===== config.mk =====
export PLATFORM = sky130hd
export DESIGN_NAME = rand_harvester
export DESIGN_NICKNAME = d
export VERILOG_FILES = /design/src/rtl/rand_pkg.sv /design/src/rtl/repetition_count_test.sv /design/src/rtl/rand_harvester.sv
export SDC_FILE = /design/constraint.sdc
export NUM_CORES = 1
export LEC_CHECK = 0
export CORE_ASPECT_RATIO = 2
export CORE_MARGIN = 2
export CORE_UTILIZATION = 40
export DETAILED_ROUTE_END_ITERATION = 10
export GPL_ROUTABILITY_DRIVEN = 0
export HOLD_SLACK_MARGIN = 0.1
export PLACE_DENSITY = 0.59
export RECOVER_POWER = 50
export SYNTH_ARGS = -nofsm -noshare
export SYNTH_HDL_FRONTEND = slang
export SYNTH_HIERARCHICAL = 1
export SYNTH_SLANG_ARGS = --single-unit

===== constraint.sdc =====
create_clock -name clk -period 7.2 [get_ports clk]
set_clock_uncertainty 0.15 [all_clocks]
set_input_delay 1.44 -clock clk [delete_from_list [all_inputs] [get_ports clk]]
set_output_delay 1.44 -clock clk [all_outputs]
set_load 0.02 [all_outputs]

===== src/rtl/rand_pkg.sv =====
// rand_harvester shared types and helpers.
// FSM encoding and counter-width function.
package rand_pkg;

  typedef enum logic [1:0] {
    WARMUP,
    COLLECT,
    FULL
  } harvest_state_t;

  // $clog2 that never returns a zero width
  function automatic int clog2_min1(input int n);
    int w;
    w = $clog2(n);
    return (w < 1) ? 1 : w;
  endfunction

endpackage


===== src/rtl/repetition_count_test.sv =====
// Repetition-count health test on sampled bits.
// fail pulses on the strobe whose run hits REP_LIMIT.
module repetition_count_test
  import rand_pkg::*;
#(
  parameter int REP_LIMIT = 16
) (
  input  logic clk,
  input  logic reset,
  input  logic strobe,
  input  logic bit_in,
  input  logic clear,
  output logic fail
);

  localparam int RW = clog2_min1(REP_LIMIT + 1);
  localparam logic [RW-1:0] RUN_PRE = RW'(REP_LIMIT - 1);
  localparam logic [RW-1:0] RUN_ONE = RW'(1);

  logic [RW-1:0] run;
  logic          last_bit;
  logic          same;

  assign same = (bit_in == last_bit);

  // run reaching the limit on this strobe is a failure
  assign fail = strobe && same && (run == RUN_PRE);

  // track the current run of identical bits
  always_ff @(posedge clk or posedge reset) begin
    if (reset) begin
      run      <= '0;
      last_bit <= 1'b0;
    end else begin
      if (strobe) begin
        last_bit <= bit_in;
      end
      // zero here so the next strobe restarts the run at 1
      if (clear) begin
        run <= '0;
      end else if (strobe) begin
        run <= same ? run + RUN_ONE : RUN_ONE;
      end
    end
  end

endmodule


===== src/rtl/rand_harvester.sv =====
// Parity-reduces LHCA state into words on a valid/ready port.
// Warm-up, collection and a repetition-count health test.
module rand_harvester
  import rand_pkg::harvest_state_t;
  import rand_pkg::clog2_min1;
#(
  parameter int WIDTH     = 12,
  parameter int OUT_WIDTH = 32,
  parameter int DIVIDE    = 4,
  parameter int WARMUP    = 64,
  parameter int REP_LIMIT = 16
) (
  input  logic                 clk,
  input  logic                 reset,
  input  logic [WIDTH-1:0]     state,
  // rand is a reserved word, hence rand_word
  output logic [OUT_WIDTH-1:0] rand_word,
  output logic                 valid,
  input  logic                 ready,
  output logic                 health_fail
);

  localparam int DW = clog2_min1(DIVIDE);
  localparam int WW = clog2_min1(WARMUP + 1);
  localparam int BW = clog2_min1(OUT_WIDTH + 1);

  localparam logic [DW-1:0] DIV_LAST  = DW'(DIVIDE - 1);
  localparam logic [DW-1:0] DIV_ONE   = DW'(1);
  localparam logic [WW-1:0] WARM_LAST = WW'(WARMUP - 1);
  localparam logic [WW-1:0] WARM_ONE  = WW'(1);
  localparam logic [BW-1:0] BIT_LAST  = BW'(OUT_WIDTH - 1);
  localparam logic [BW-1:0] BIT_ONE   = BW'(1);

  logic [DW-1:0]        div_cnt;
  logic [WW-1:0]        warm_cnt;
  logic [BW-1:0]        bit_cnt;
  logic [OUT_WIDTH-1:0] acc;
  logic [OUT_WIDTH-1:0] acc_next;
  harvest_state_t       fsm;

  logic strobe;
  logic b;
  logic slot_free;
  logic hc_strobe;
  logic hc_fail;

  assign strobe    = (div_cnt == DIV_LAST);
  assign b         = ^state;
  assign slot_free = !valid || ready;
  assign acc_next  = {acc[OUT_WIDTH-2:0], b};

  // health test is paused while a full word waits
  assign hc_strobe = strobe && (fsm != rand_pkg::FULL);

  repetition_count_test #(
    .REP_LIMIT(REP_LIMIT)
  ) u_rct (
    .clk   (clk),
    .reset (reset),
    .strobe(hc_strobe),
    .bit_in(b),
    .clear (hc_fail),
    .fail  (hc_fail)
  );

  // free-running sample divider
  always_ff @(posedge clk or posedge reset) begin
    if (reset) begin
      div_cnt <= '0;
    end else if (strobe) begin
      div_cnt <= '0;
    end else begin
      div_cnt <= div_cnt + DIV_ONE;
    end
  end

  // sticky health failure flag
  always_ff @(posedge clk or posedge reset) begin
    if (reset) begin
      health_fail <= 1'b0;
    end else if (hc_fail) begin
      health_fail <= 1'b1;
    end
  end

  // warm-up / collect / full sequencing and output register
  always_ff @(posedge clk or posedge reset) begin
    if (reset) begin
      fsm       <= rand_pkg::WARMUP;
      warm_cnt  <= '0;
      bit_cnt   <= '0;
      acc       <= '0;
      rand_word <= '0;
      valid     <= 1'b0;
    end else begin
      if (valid && ready) begin
        valid <= 1'b0;
      end
      unique case (fsm)
        rand_pkg::WARMUP: begin
          if (strobe) begin
            if (hc_fail) begin
              warm_cnt <= '0;
              bit_cnt  <= '0;
              acc      <= '0;
            end else if (warm_cnt == WARM_LAST) begin
              fsm      <= rand_pkg::COLLECT;
              warm_cnt <= '0;
              bit_cnt  <= '0;
              acc      <= '0;
            end else begin
              warm_cnt <= warm_cnt + WARM_ONE;
            end
          end
        end
        rand_pkg::COLLECT: begin
          if (strobe) begin
            if (hc_fail) begin
              fsm      <= rand_pkg::WARMUP;
              warm_cnt <= '0;
              bit_cnt  <= '0;
              acc      <= '0;
            end else if (bit_cnt == BIT_LAST) begin
              if (slot_free) begin
                rand_word <= acc_next;
                valid     <= 1'b1;
                bit_cnt   <= '0;
              end else begin
                acc <= acc_next;
                fsm <= rand_pkg::FULL;
              end
            end else begin
              acc     <= acc_next;
              bit_cnt <= bit_cnt + BIT_ONE;
            end
          end
        end
        rand_pkg::FULL: begin
          if (slot_free) begin
            rand_word <= acc;
            valid     <= 1'b1;
            bit_cnt   <= '0;
            fsm       <= rand_pkg::COLLECT;
          end
        end
        default: begin
          fsm <= rand_pkg::WARMUP;
        end
      endcase
    end
  end

endmodule


# ---- After elaboration in Yosys (flattened, before gate mapping)
# Cells that the tools add are included.
dict set report classes {
  add_sub_neg 4
  eq_ne 21
  mux 47
  reduce_logical 17
}
# op n
set ops {}
lappend ops {{2-to-1 mux 32 bit} 12}
lappend ops {{one-hot mux 32 bit (2 select lines)} 2}
lappend ops {{2-to-1 mux 6 bit} 7}
lappend ops {{2-to-1 mux 7 bit} 5}
lappend ops {{!= test 2 bit (second input constant)} 10}
lappend ops {{2-to-1 mux 2 bit} 9}
lappend ops {{one-hot mux 6 bit (3 select lines)} 1}
lappend ops {{2-to-1 mux 5 bit} 3}
lappend ops {{one-hot mux 7 bit (2 select lines)} 1}
lappend ops {{XOR reduction 12 bit} 1}
lappend ops {{!= test 3 bit (second input constant)} 3}
lappend ops {{AND reduction 4 bit} 2}
lappend ops {{adder 7 x 1 -> 7 bit (second input constant)} 1}
lappend ops {{== test 7 x 6 -> 1 bit (second input constant)} 1}
lappend ops {{AND reduction 7 bit} 1}
lappend ops {{adder 6 x 1 -> 6 bit (second input constant)} 1}
lappend ops {{== test 6 x 5 -> 1 bit (second input constant)} 1}
lappend ops {{one-hot mux 2 bit (3 select lines)} 1}
lappend ops {{AND reduction 6 bit} 1}
lappend ops {{nonzero test 2 bit} 3}
lappend ops {{adder 5 x 1 -> 5 bit (second input constant)} 1}
lappend ops {{== test 5 x 4 -> 1 bit (second input constant)} 1}
lappend ops {{2-to-1 mux 1 bit} 5}
lappend ops {{AND reduction 5 bit} 1}
lappend ops {{other kinds (11)} 15}
dict set report word_totals {
  regBits 89
  elab_cells 99
}

# ---- Depth between registers and ports, before layout
# Gate-level depths: netlist (run 1).
dict set report logic_depth {
  depth_word 7
  ltp_mapped 13
}

# ---- Modules after synthesis
# Netlist (run 1), hierarchy kept.
# module instances cells_per_inst area_each_um2 seq_area_each_um2
set modules_own_cells {}
lappend modules_own_cells {rand_harvester 1 426 4051.4 2077.0}
lappend modules_own_cells {repetition_count_test 1 34 334.1 150.1}

# ---- Worst setup path before layout (run 1)
# OpenSTA, ideal clock, no wires.
dict set report synth_path {
  path_type {input -> register}
  from {input state[1]}
  to {register acc[0]}
  t_arrival_ns 3.677
  t_required_ns 6.916
  setup_slack_ns 3.239
  cell_stages 11
  path_buffers 2
  cell_sequence {xnor2_1 > xnor2_1 > xnor3_1 > xnor2_2 > and3_2 > nor2b_1 > clkbuf_1 > a41oi_1 > nand2_1 > clkbuf_1 > o21ai_0}
}
dict set report synth_between {
  elab_chain_len 7
  word_cells_on_any_way 14
}
# item line_no
set synth_lines {}
lappend synth_lines {{start, declared} rand_harvester.sv:15} ;# input logic [WIDTH-1:0] state,
lappend synth_lines {{XOR reduction 12 bit *} rand_harvester.sv:48} ;# assign b = ^state;
lappend synth_lines {{via b} rand_harvester.sv:42} ;# logic b;
lappend synth_lines {{== test 1 bit *} repetition_count_test.sv:24} ;# assign same = (bit_in == last_bit);
lappend synth_lines {{logical AND 1 bit * (2 in a row)} repetition_count_test.sv:27} ;# assign fail = strobe && same && (run == RUN_PRE);
lappend synth_lines {{via hc_fail} rand_harvester.sv:45} ;# logic hc_fail;
lappend synth_lines {{2-to-1 mux 32 bit, on equally long branches} {rand_harvester.sv:118, rand_harvester.sv:102}}
lappend synth_lines {{2-to-1 mux 32 bit, on equally long branches} {rand_harvester.sv:117, rand_harvester.sv:101}}
lappend synth_lines {{one-hot mux 32 bit (2 select lines)} rand_harvester.sv:99} ;# unique case (fsm)
lappend synth_lines {{end signal, assigned} rand_harvester.sv:129} ;# acc <= acc_next;
lappend synth_lines {{end signal, assigned} rand_harvester.sv:133} ;# acc <= acc_next;
lappend synth_lines {{end, declared} rand_harvester.sv:37} ;# logic [OUT_WIDTH-1:0] acc;
# Mark *: on every way through the listed nets, which the timed path passes. The rest lies on a longest branch. The select of a mux whose other input is x is not followed.
# A chain may end at the register's enable or synchronous reset.

# ---- Final worst setup path (run 1)
dict set report layout_path {
  from {input state[3]}
  to {register rand_word[13]}
}
dict set report layout_between {
  elab_chain_len 6
}
# item line_no
set layout_lines {}
lappend layout_lines {{XOR reduction 12 bit} rand_harvester.sv:48}
lappend layout_lines {{via b} rand_harvester.sv:42}
lappend layout_lines {{== test 1 bit} repetition_count_test.sv:24}
lappend layout_lines {{logical AND 1 bit (2 in a row)} repetition_count_test.sv:27}
lappend layout_lines {{via hc_fail} rand_harvester.sv:45}
lappend layout_lines {{!= test 2 bit (no source line)} -}
lappend layout_lines {{AND reduction 6 bit (no source line)} -}
lappend layout_lines {{end signal, assigned} rand_harvester.sv:125} ;# rand_word <= acc_next;
lappend layout_lines {{end, declared} rand_harvester.sv:17} ;# output logic [OUT_WIDTH-1:0] rand_word,
# The timed path passes the listed nets, and every way through them passes these cells.

==> metrics.cfg, run 1 <==
[cts]
cts_inserted_buffers = 9
cts_max_path_buffers = 2
cts_tree = built
cts_resized = 0
postCtsSetupBuffers = 0
cts.sinks = 89
clkLatencyLatePin_ps = 340
cts_hold_buf = 0
root_buffer = clkbuf_16
h-tree-depth = 3
clk_pin_slew_ps = 60

[floorplan]
die_x_um = 78.04
die-area_um2 = 11870
initial_core_util_pct = 40.57
core_um2 = 10810
num_rows = 54
num_io_pins = 49
fp.dieH_um = 152.1

[layout]
multiInputGateArea_um2 = 1996
num_antenna_cells = 0
fill_cells = 1033
final_nets = 519
seq_area_um2 = 2227
syn_to_final_growth_pct = 19.60
drive_above_1_share_pct = 7.014
final_cells = 639

[logic_synthesis]
synth_top_area_cell = dfrtp_1
synth.area.top_cells = dfrtp_1 (51%), mux2i_1 (7.5%), nand2_1 (6.8%)
async_flop_share_pct = 100.0
synth_seq_cells = 89
synth_nets = 484
yosysSeqAreaShare_pct = 50.78
syn_area_per_cell_um2 = 9.534
yosys_warnings = 6
yosysUniqueCellTypes = 49
synthFlopType = dfrtp_1
synth_top_area_share_pct = 50.78
synth-edff-count = 0
netlist_instances = 460
synth_area_um2 = 4385

[worst_setup_path]
worstReg2RegStart = fsm[0]$_DFFE_PP0P_
critPathKind = primary input to flip-flop
cp.required_ps = 7310
cp-end-kind = flip-flop
startpoint_type = primary input
cp.arrival_ps = 5110
cp_max_fo = 37
r2r_cells = 11
cp-startpoint = state[3]

[timing]
timing.hold.ws_ps = 271.0
min_period_ps = 4999
worst_pin_slew_ps = 2045
fmax_ghz = 0.2000
finalSetupViolations = 0
rsz0062_at_grt = false
slew_headroom_pct = -36.33
tns_ps = 0
slew_viol_final = 84
hold_viol_final = 0
fin_crit_sh_pct = 69.43

[global_routing]
grt_antenna_before_repair = 0
grt_use_total_pct = 16.44
grt_pass1_vias = 3356
overflow = 0
grt_max_degree = 84
grt_pass1_wl_um = 15750

[power]
worst_ir_drop_vdd_mv = 0.1343
p_per_area_nw_per_um2 = 222.9
p_leak_nw = 1.964

[detailed_routing]
via_count = 3373
first_pass_iters = 6
drt_iter0_markers = 159
routed_wl_um = 9065
drc_errors = 0
wl_per_cell_um = 14.19
ant_nets = 0
vias_per_cell = 5.279

[run]
drv_cap = 1

[placement]
portBuffers = 48
dp_cells = 624
dpl.hpwl_um = 6112

[hold_path]
hold_path_class = flip-flop to flip-flop
hold_start = div_cnt[0]$_DFF_PP0_
holdPathStages = 1

[status]
outcome = finished with violations
violations = max-capacitance violations, max-slew violations

final timing paths:
kind	to	slack (ps)
worst min register to register	div_cnt[0]$_DFF_PP0_	270
worst max-delay path	rand_word[13]$_DFFE_PP0P_	2200
min in group asynchronous	u_rct/last_bit$_DFFE_PP0P_	1350
worst max register to register	rand_word[13]$_DFFE_PP0P_	3270
max in group asynchronous	acc[15]$_DFFE_PP0P_	3520
worst min-delay path	div_cnt[0]$_DFF_PP0_	270
cells in the mapped netlist (all sizes together) (2+ instances only):
cell	n
dfrtp	89
nand2	80
a21oi	44
o21ai	44
nor2	40
mux2i	33
buf	15
clkbuf	13
inv	11
xnor2	10
ha	9
nand3	8
nor2b	8
and3	5
a31oi	4
a41oi	4
mux2	4
nor3	4
o211ai	4
nand2b	3
nand4	3
o22ai	3
a211o	2
a311oi	2
and3b	2
nand3b	2
nand4b	2
stage by stage:
step / util, % / power [mW] / instance area (um^2) / worst slack [ps]
after global routing: 48.52 / 1.224 / 5245 / 1799
after detailed placement: 45.80 / 0.7146 / 4951 / 1809
after CTS: 48.54 / 1.186 / 5248 / 2149
final: 48.52 / 1.169 / 5245 / 2201
after floorplan: - / 0.6694 / 4385 / 3239
after global placement: 45.80 / 0.7081 / 4951 / 1871
worst max-delay path, stage by stage:
cell             delay (ps)
clkdlybuf4s50_1         410
xnor2_1                 210
xnor2_1                 150
xnor3_1                 500
xnor2_2                 210
and3_2                  360
nor2b_1                 230
nand4_1                 200
a21oi_4                 780
buf_4                   410
nor2_1                   70
a21oi_1                 120
kinds of logic (layout without fill, tap and decap cells):
kind of cell,count (synthesis),in the layout,share of synthesized area [%]
AND/OR/NAND/NOR,163,163,16.80
AO/OA/AOI/OAI,112,112,14.64
flip-flops,89,89,50.78
buffers and inverters,39,78,3.880
multiplexers,37,37,8.645
XOR/XNOR,11,11,2.682
adder cells (fa/ha/maj),9,9,2.568
cell usage in the layout, fill, tap and decap left out, drive strengths merged, types with 2 or more instances in the layout:
cell and count:
clkbuf 13, dfrtp 89, nand4 3, nand3 8
and3b 2, nand4b 2, a41oi 4, dlygate4sd3 16
and3 5, nand3b 2, mux2 4, a311oi 2
clkdlybuf4s50 32, a211o 2, nand2b 3, nor2 40
o211ai 4, inv 10, o21ai 44, a31oi 4
o22ai 3, ha 9, a21oi 44, mux2i 33
nor3 4, nand2 80, clkinv 2, buf 3
xnor2 10, nor2b 8
final cells by class:
cell class | instances | area share (%)
clock buffers | 12 | 4.890
clock inverters | 3 | 0.7634
inverters | 11 | 0.8111
multi-input cells | 332 | 38.05
flip-flops and latches | 89 | 42.46
well taps | 140 | 3.340
repair buffers | 52 | 9.685
routing by layer:
| layer | global-route usage [%] | vias up | share of wire (%) |
|---|---|---|---|
| li1 | - | 1657 | - |
| met1 | 19.27 | 1635 | 41 |
| met2 | 28.98 | 68 | 53 |
| met3 | 2.553 | 13 | 3.4 |
| met4 | 7.519 | 0 | 2.1 |
| met5 | 0 | - | 0 |
power breakdown:
group	switching (mW)	internal, mW
registers	0.0367	0.534
logic	0.0646	0.0673
clock network	0.182	0.285
total	0.283	0.886
registers in the layout (all words and copies together) (netlist names):
register / count
acc: 32
bit_cnt: 6
div_cnt: 2
fsm: 2
health_fail: 1
rand_word: 32
u_rct/last_bit: 1
u_rct/run: 5
valid: 1
warm_cnt: 7
Note: power is estimated with default switching activity, not from simulation.
==> inputs of run 2 (changes only) <==
Settings changed: PLACE_DENSITY 0.59 to 0.61.
Clock period 7.2 ns to 4.04 ns, I/O delays scaled along.
==> run 2 against run 1 <==
The flow still finishes with violations (max-capacitance violations, max-slew violations). Wire length increased by 6.0%. Die area unchanged. Critical path depth unchanged. First-iteration DRC count increased by 67%. Non-clock buffer count increased by 6. Combinational power increased by 93%. Core utilization increased by 0.66 points. Final cell count increased by 0.78%. Clock power increased by 72%. Sequential share of layout area decreased by 0.57 points. Largest cell class unchanged. Largest power group unchanged.
==> metrics.cfg, run 2 (synthesis results as in run 1) <==
[status]
outcome = finished with violations  ; unchanged
violations = max-capacitance violations, max-slew violations  ; unchanged

[floorplan]
num_io_pins = 49  ; unchanged
initial_core_util_pct = 40.57  ; unchanged
die_x_um = 78.04  ; unchanged
core_um2 = 10810  ; unchanged
fp.dieH_um = 152.1  ; unchanged
die-area_um2 = 11870  ; unchanged
num_rows = 54  ; unchanged

[worst_setup_path]
cpMostUsedCell = xnor2_1  ; unchanged
rrSetupSlack_ps = 1140  ; was 3270 ps
crit_path_top_delay_cell = xnor3_1  ; was a21oi_4
cpPeakStageDelay_ps = 500  ; was 780 ps
cp.arrival_ps = 3650  ; was 5110 ps
path_delay_family = XOR/XNOR gates  ; unchanged
path_cells = clkdlybuf4s50_1 > xnor2_1 > xnor2_1 > xnor3_1 > xnor2_2 > and3_2 > nor2b_1 > nand4_1 > a21oi_4 > buf_4 > nor2_1 > a21oi_1  ; unchanged
r2r_cells = 9  ; was 11
critPathKind = primary input to flip-flop  ; unchanged
cp-startpoint = state[3]  ; unchanged
startpoint_type = primary input  ; unchanged
cp_max_fo = 20  ; was 37
cp-end-kind = flip-flop  ; unchanged
r2r-end = acc[26]$_DFFE_PP0P_  ; was rand_word[13]$_DFFE_PP0P_
worstReg2RegStart = div_cnt[0]$_DFF_PP0_  ; was fsm[0]$_DFFE_PP0P_
crit_path_end = rand_word[5]$_DFFE_PP0P_  ; was rand_word[13]$_DFFE_PP0P_
cp.required_ps = 4150  ; was 7310 ps
cp.buffers_inverters = 2  ; unchanged
critical_path_depth = 12  ; unchanged

[cts]
clkLatencyLatePin_ps = 330  ; was 340 ps
postCtsSetupBuffers = 0  ; unchanged
cts_hold_buf = 0  ; unchanged
root_buffer = clkbuf_16  ; unchanged
cts_max_path_buffers = 2  ; unchanged
clk_pin_slew_ps = 60  ; about the same
cts_inserted_buffers = 9  ; unchanged
cts_resized = 0  ; unchanged
cts.sinks = 89  ; unchanged
cts_tree = built  ; unchanged
h-tree-depth = 3  ; unchanged

[timing]
timing.hold.ws_ps = 273.6  ; was 271.0 ps
slew_viol_final = 40  ; was 84
slew_headroom_pct = -17.14  ; was -36.33%
fin_crit_sh_pct = 87.63
fin_ws_ps = 499.7  ; was 2201 ps
rsz0062_at_grt = false  ; unchanged
tns_ps = 0  ; unchanged
fmax_ghz = 0.2825
worst_pin_slew_ps = 1748  ; was 2045 ps
finalSetupViolations = 0  ; unchanged
hold_viol_final = 0  ; unchanged
min_period_ps = 3540

[power]
p_leak_nw = 1.994  ; was 1.964 nW
p_per_area_nw_per_um2 = 390.8  ; was 222.9 nW/um^2
total_power_mw = 2.078  ; was 1.169 mW
worst_ir_drop_vdd_mv = 0.2268  ; was 0.1343 mV

[placement]
post-place-ws_ps = 175.9  ; was 1809 ps
dp_cells = 630  ; was 624
portBuffers = 48  ; unchanged
placed_area_um2 = 5046  ; was 4951 um^2
dpl.hpwl_um = 6737  ; was 6112 um

[global_routing]
grt_max_degree = 46  ; was 84
overflow = 0  ; unchanged
grt_use_total_pct = 17.30  ; was 16.44%
grt_antenna_before_repair = 0  ; unchanged
grt_pass1_vias = 3333  ; was 3356
grt_pass1_wl_um = 16290  ; was 15750 um

[layout]
syn_to_final_growth_pct = 21.23  ; was 19.60%
num_antenna_cells = 0  ; unchanged
final_area_um2 = 5316  ; was 5245 um^2
final_common_cell = dfrtp_1  ; unchanged
final_cells = 644  ; was 639
drive_above_1_share_pct = 7.937  ; was 7.014%
finish.utilization_pct = 49.18  ; was 48.52%
layout_common_cells = dfrtp_1 (89), nand2_1 (79), o21ai_0 (44), a21oi_1 (42), nor2_1 (40)  ; unchanged
top_regs = acc (32), rand_word (32), warm_cnt (7)  ; unchanged
final_nets = 525  ; was 519

[detailed_routing]
vias_per_cell = 5.211  ; was 5.279
ant_nets = 0  ; unchanged
via_count = 3356  ; was 3373
routed_wl_um = 9607  ; was 9065 um
drc_errors = 0  ; unchanged
wl_per_cell_um = 14.92  ; was 14.19 um
drt_iter0_markers = 265  ; was 159
first_pass_iters = 4  ; was 6

[hold_path]
hold_path_class = flip-flop to flip-flop  ; unchanged

[run]
drv_cap = 1  ; unchanged

-- run 2: cell types whose count changed in the layout (fill, tap and decap cells not counted), sizes merged --
cell | before | now
buf | 3 | 9
clkbuf | 13 | 12
clkinv | 2 | 1
clkinvlp | 1 | 2
-- run 2: area by class of cell --
| class | count | area, um^2 |
|---|---|---|
| timing repair buffer | 58 | 590.6 |
| clock inverter | 3 | 42.54 |
| clock buffer | 11 | 242.7 |
| inverter | 11 | 42.54 |
| fill | 1013 | 5494 |
| sequential | 89 | 2227 |
| tap | 140 | 175.2 |
| multi-input combinational | 332 | 1996 |
-- run 2: worst min-delay path by stage --
stage                              start  slack [ps]                    to  cells after the start
floorplan           div_cnt[0]$_DFF_PP0_         250  div_cnt[0]$_DFF_PP0_                      1
global placement    div_cnt[0]$_DFF_PP0_         260  div_cnt[0]$_DFF_PP0_                      1
detailed placement  div_cnt[0]$_DFF_PP0_         270  div_cnt[0]$_DFF_PP0_                      1
CTS                 div_cnt[0]$_DFF_PP0_         280  div_cnt[0]$_DFF_PP0_                      1
global route        div_cnt[0]$_DFF_PP0_         310  div_cnt[0]$_DFF_PP0_                      1
finish              div_cnt[0]$_DFF_PP0_         270  div_cnt[0]$_DFF_PP0_                      1
-- run 2: per-layer routing --
metal | vias to the layer above | global-route usage [%] | share of wire (%) | wire, um
li1 | 1669 | - | - | -
met1 | 1603 | 20.02 | 40 | 3874
met2 | 67 | 30.01 | 54 | 5166
met3 | 17 | 3.325 | 3.0 | 284
met4 | 0 | 8.605 | 2.9 | 281
met5 | - | 0 | 0 | 0
-- run 2: power breakdown --
group,leakage [nW],total [mW],internal [mW],switching (mW)
clock network,0.137,0.805,0.488,0.317
registers,1.05,1.02,0.952,0.0659
logic,0.805,0.255,0.135,0.120
==> inputs of run 3 (changes only) <==
Settings changed: CTS_CLUSTER_SIZE from default to 25, SKIP_LAST_GASP from default to 1.
==> results of run 3 <==
No change in the layout: final DEF, timing and power equal those of run 2.
